## config.mk

```make
export PLATFORM = sky130hd
export DESIGN_NAME = fetch_stage_ifid
export DESIGN_NICKNAME = d
export VERILOG_FILES = /design/src/rtl/fetch_stage_ifid_pkg.sv /design/src/rtl/if_id_reg.sv /design/src/rtl/fetch_stage_ifid.sv
export SDC_FILE = /design/constraint.sdc
export NUM_CORES = 1
export LEC_CHECK = 0
export ABC_AREA = 1
export CAP_MARGIN = 20
export CORE_MARGIN = 1.5
export CORE_UTILIZATION = 47
export CTS_CLUSTER_DIAMETER = 30
export CTS_CLUSTER_SIZE = 16
export DETAILED_ROUTE_END_ITERATION = 8
export GPL_TIMING_DRIVEN = 0
export PLACE_DENSITY = 0.81
export SLEW_MARGIN = 10
export SYNTH_ARGS = -nofsm -noshare
export SYNTH_HDL_FRONTEND = slang
export SYNTH_SLANG_ARGS = --single-unit
```

## constraint.sdc

```tcl
create_clock -name clk -period 2.07 [get_ports clk]
set_input_delay 0.3105 -clock clk [delete_from_list [all_inputs] [get_ports clk]]
set_output_delay 0.3105 -clock clk [all_outputs]
set_load 0.03 [all_outputs]
```

## src/rtl/fetch_stage_ifid_pkg.sv

```systemverilog
// Core-wide fetch constants: datapath widths, PC step, bubble encoding and reset vector.
package fetch_stage_ifid_pkg;

  localparam int unsigned ADDR_W  = 64;
  localparam int unsigned INSTR_W = 32;
  localparam int unsigned PC_INCR = 4;

  localparam logic [INSTR_W-1:0] NOP_INSTR = 32'h0000_0013;
  localparam logic [ADDR_W-1:0]  RESET_PC  = 64'h0;

endpackage

```

## src/rtl/if_id_reg.sv

```systemverilog
// IF/ID pipeline register: captures pc/instr when enabled, loads a bubble on flush or reset.
module if_id_reg
  import fetch_stage_ifid_pkg::*;
#(
  parameter int unsigned         AW  = ADDR_W,
  parameter int unsigned         IW  = INSTR_W,
  parameter logic [INSTR_W-1:0]  NOP = NOP_INSTR
) (
  input  logic          clk,
  input  logic          reset,
  input  logic          en,
  input  logic          flush,
  input  logic [AW-1:0] pc_in,
  input  logic [IW-1:0] instr_in,
  output logic [AW-1:0] if_id_pc,
  output logic [IW-1:0] if_id_instr,
  output logic          if_id_valid
);

  logic [AW-1:0] pc_q;
  logic [IW-1:0] instr_q;
  logic          valid_q;

  // Flush beats enable, so a redirect during a stall still inserts a bubble.
  always_ff @(posedge clk) begin
    if (reset || flush) begin
      pc_q    <= '0;
      instr_q <= NOP[IW-1:0];
      valid_q <= 1'b0;
    end else if (en) begin
      pc_q    <= pc_in;
      instr_q <= instr_in;
      valid_q <= 1'b1;
    end
  end

  assign if_id_pc    = pc_q;
  assign if_id_instr = instr_q;
  assign if_id_valid = valid_q;

endmodule

```

## src/rtl/fetch_stage_ifid.sv

```systemverilog
// Instruction-fetch stage: PC register, next-PC selection, misalign flag, fetch counter and IF/ID.
module fetch_stage_ifid
  import fetch_stage_ifid_pkg::*;
#(
  parameter int unsigned              ADDR_W    = fetch_stage_ifid_pkg::ADDR_W,
  parameter int unsigned              INSTR_W   = fetch_stage_ifid_pkg::INSTR_W,
  parameter logic [ADDR_W-1:0]        RESET_PC  = fetch_stage_ifid_pkg::RESET_PC,
  parameter logic [INSTR_W-1:0]       NOP_INSTR = fetch_stage_ifid_pkg::NOP_INSTR,
  parameter int unsigned              CNT_W     = 32
) (
  input  logic               clk,
  input  logic               reset,
  output logic [ADDR_W-1:0]  Inst_Address,
  input  logic [INSTR_W-1:0] Instruction,
  input  logic               stall,
  input  logic               redirect,
  input  logic [ADDR_W-1:0]  redirect_target,
  output logic [ADDR_W-1:0]  if_id_pc,
  output logic [INSTR_W-1:0] if_id_instr,
  output logic               if_id_valid,
  output logic               misalign_fault,
  output logic [CNT_W-1:0]   fetch_count
);

  localparam logic [ADDR_W-1:0] INCR = ADDR_W'(PC_INCR);

  logic [ADDR_W-1:0] pc_q, pc_d;
  logic              fault_q, fault_d;
  logic [CNT_W-1:0]  cnt_q, cnt_d;

  always_comb begin
    pc_d    = pc_q;
    fault_d = fault_q;
    cnt_d   = cnt_q;
    if (redirect) begin
      pc_d = {redirect_target[ADDR_W-1:2], 2'b00};
      if (redirect_target[1:0] != 2'b00) fault_d = 1'b1;
    end else if (!stall) begin
      pc_d  = pc_q + INCR;
      cnt_d = cnt_q + CNT_W'(1);
    end
  end

  always_ff @(posedge clk) begin
    if (reset) begin
      pc_q    <= RESET_PC;
      fault_q <= 1'b0;
      cnt_q   <= '0;
    end else begin
      pc_q    <= pc_d;
      fault_q <= fault_d;
      cnt_q   <= cnt_d;
    end
  end

  assign Inst_Address   = pc_q;
  assign misalign_fault = fault_q;
  assign fetch_count    = cnt_q;

  if_id_reg #(
    .AW  (ADDR_W),
    .IW  (INSTR_W),
    .NOP (NOP_INSTR)
  ) u_if_id (
    .clk         (clk),
    .reset       (reset),
    .en          (!stall),
    .flush       (redirect),
    .pc_in       (pc_q),
    .instr_in    (Instruction),
    .if_id_pc    (if_id_pc),
    .if_id_instr (if_id_instr),
    .if_id_valid (if_id_valid)
  );

endmodule

```

==> summary.md <==
| Metric | Value |
|---|---|
| Run status | complete, no violations |
| CP cell instances | clkdlybuf4s50_1 |
| Detailed Route Iter0 Violations | 930 |
| Die H | 144.0 um |
| Syn Area/Cell | 6.552 um^2 |
| Largest net degree at the start of global routing | 20 |
| Final ANT Viol Nets | 0 |
| Total Routing Usage GR | 33.97% |
| Area after DPL | 0.01256 mm^2 |
| Drc violations | 0 |
| TritonCTS Buffers | 17 |
| Post-synthesis cell type count | 37 |
| Mapped Area | 0.009343 mm^2 |
| Clock Tree Buf Depth | 2 |
| Post-Route Skew | 0.01246 ns |
| Switching Fraction | 30.79% |
| Drt first pass iters | 7 |
| Clock power share | 38.1% |
| Max cap viols | 0 |
| RSZ-0062 raised after global routing | false |
| NetSw | 2.646 mW |
| Clock root cell | clkbuf_16 |
| Largest stage delay, worst path | 0.74 ns |
| Post-DP HPWL | 27,880 um |
| Worst path bufs/invs | 1 |
| Post-CTS Hold Fix Bufs | 0 |
| Internal power | 5.948 mW |
| CP Data Arrival Time | 1.73 ns |
| Post-synth EDFFs | 0 |
| Vias in the first global route | 9,582 |
| Antenna violations before repair | 0 |
| Sequential Power Share | 45.9% |
| DR vias | 10,698 |
| Startpoint types | flip-flop |
| Synth cell count leaders | 405 x nand2_1, 190 x dfxtp_1, 176 x nor2_1, 163 x a21oi_1, 137 x inv_1 |
| # port buffers | 287 |
| Cells after Synth | 1,426 |
| Post-synthesis register bit count | 190 |
| Fin Setup TNS | 0 ns |
| Ys flop type | dfxtp_1 |
| Clock sink count | 190 |
| Hold Fails Final Rpt | 0 |
| Final period utilization | 98.34% |
| Final wirelength | 35,980 um |
| Hold crit path type | in -> reg |
| Register area share after synthesis | 40.71% |
| PwrDens | 651.2 mW/mm^2 |
| Pins over their slew limit | 0 |
| Comb pwr share | 15.9% |
| Critical path peak fanout | 5 |
| Leading area contributor after synthesis | dfxtp_1 |
| TritonCTS clock tree | yes |
| F_max | 491.3 MHz |
| Layout cells sized above 1 | 5.603% |
| Final setup vio count | 0 |
| Crit. End Element | output pin |
| Final-stage net count | 1,839 |
| First-pass GRT wire length | 53,210 um |
| Synth Warn # | 0 |
| DIE AREA | 0.02073 mm^2 |
| Core Area | 0.01946 mm^2 |
| Area growth from synthesis to layout | 41.26% |
| Vias per inst | 5.307 |
| Crit Path Category | reg -> out |
| Count leader, synth | nand2_1 |
| Ranking of synthesized cells by area | dfxtp_1 41%, nand2_1 16%, a21oi_1 8.7% |
| Minimum clock period | 2.036 ns |
| WL/cell | 17.85 um |
| Yosys top cell area share | 40.71% |
| Peak supply drop | 0.0005796 V |
| CP max-delay cell | clkdlybuf4s50_1 |
| Placer Congestion | 1.027 |
| Finished Cell Area | 0.01320 mm^2 |
| Slew HR | 48.53% |
| Clock edge transition at the registers on the reported setup and hold paths | 0.08 ns |
| Grt ovf | 0 |
| Initial core utilization | 48.00% |
| Row count | 51 |
| H-tree depth | 4 |
| Ys async rst share | 0% |
| Clk_lat worst skew | 0.44 ns |
| Io pins | 294 |
| Crit-path leading delay family | buffers and inverters |
| Worst Tran Pin Value | 0.7721 ns |
| Die width | 144.0 um |
| Req. time, crit path | 1.76 ns |
| LEAKAGE | 4.803 nW |
[final timing paths]
| path | from | to | slack [ns] | cells after the start |
|---|---|---|---|---|
| max | Inst_Address[47]$_SDFFE_PP0P_ | Inst_Address[47] | 0.03 | 1 |
| min | redirect | Inst_Address[4]$_SDFFE_PP0P_ | 0.19 | 3 |
| max reg2reg | Inst_Address[19]$_SDFFE_PP0P_ | Inst_Address[62]$_SDFFE_PP0P_ | 0.05 | 9 |
| min reg2reg | misalign_fault$_SDFFE_PP0P_ | misalign_fault$_SDFFE_PP0P_ | 0.45 | 2 |
[stage by stage]
step / hold WS (ns) / utilization (%) / worst slack [ns] / power (mW) / instances
after floorplan: 0.4237 / - / 0.2222 / 4.690 / 1429
after global placement: 0.4381 / 64.53 / -0.3755 / 5.354 / 1981
after detailed placement: 0.4399 / 64.53 / -0.3904 / 5.374 / 1981
after CTS: 0.1854 / 67.47 / 0.001127 / 8.567 / 2012
after global routing: 0.1975 / 67.79 / 0.004329 / 8.854 / 2014
final: 0.1889 / 67.81 / 0.03439 / 8.594 / 2016
[power groups by stage]
stage	Clock, mW	Combinational [mW]	Sequential, mW
after floorplan	0	0.443	4.25
after global placement	0	1.33	4.02
after detailed placement	0	1.35	4.02
after CTS	3.27	1.36	3.94
after global routing	3.44	1.45	3.96
final	3.28	1.37	3.95
[layout by cell type (no fill, tap or decap), types with 3 or more instances in the layout]
cell type / instances
nand2_1: 401
clkdlybuf4s50_1: 287
dfxtp_1: 186
nor2_1: 169
a21oi_1: 163
inv_1: 135
o21ai_0: 128
nand3_1: 48
clkbuf_1: 44
xor2_1: 17
clkbuf_16: 17
nor2_2: 15
a31oi_1: 14
nand2_2: 13
nand4_1: 12
o21ai_1: 11
nor2_4: 9
buf_1: 7
inv_6: 6
buf_2: 5
nor3_1: 5
buf_4: 5
dfxtp_2: 4
nand3b_1: 4
xnor2_1: 4
conb_1: 4
buf_6: 3
inv_2: 3
a211oi_1: 3
inv_8: 3
clkinv_8: 3
[repair_timing]
| item | in CTS | in global routing |
|---|---|---|
| endpoints found under the setup margin | 0 | 39 |
| setup buffers | 0 | 2 |
| gates resized for setup | 0 | 19 |
[cells by family (layout without fill, tap and decap cells)]
logic type	after synthesis	after routing	synth area share [%]
other cells	1	6	0.04014
buf+inv	204	524	8.772
fa+ha+maj	2	2	0.2678
compound gates	323	323	17.70
simple gates	685	685	30.53
xor+xnor	21	21	1.969
flops	190	190	40.71
[layout make-up]
| cell class | instances | area, um^2 |
|---|---|---|
| Fill cell | 1752 | 6265 |
| Multi-Input combinational cell | 1035 | 4758 |
| Tap cell | 265 | 331.6 |
| Sequential cell | 190 | 3809 |
| Clock buffer | 17 | 425.4 |
| Buffer | 64 | 285.3 |
| Antenna cell | 2 | 5.005 |
| Timing Repair Buffer | 289 | 2900 |
| Clock inverter | 14 | 147.6 |
| Inverter | 140 | 535.5 |
[state kept, by name (all words and copies together) (netlist names)]
name	flops
Inst_Address	62
fetch_count	32
misalign_fault	1
u_if_id.if_id_instr	32
u_if_id.if_id_pc	62
u_if_id.if_id_valid	1
[per-layer routing]
layer	vias to the layer above	routed length, um	GRT usage [%]
met5	-	0	0
met4	0	772	10.90
met3	47	3347	7.682
met2	527	16140	52.71
met1	4932	15720	46.72
li1	5192	-	-
Note: power is estimated with default switching activity, not from simulation.
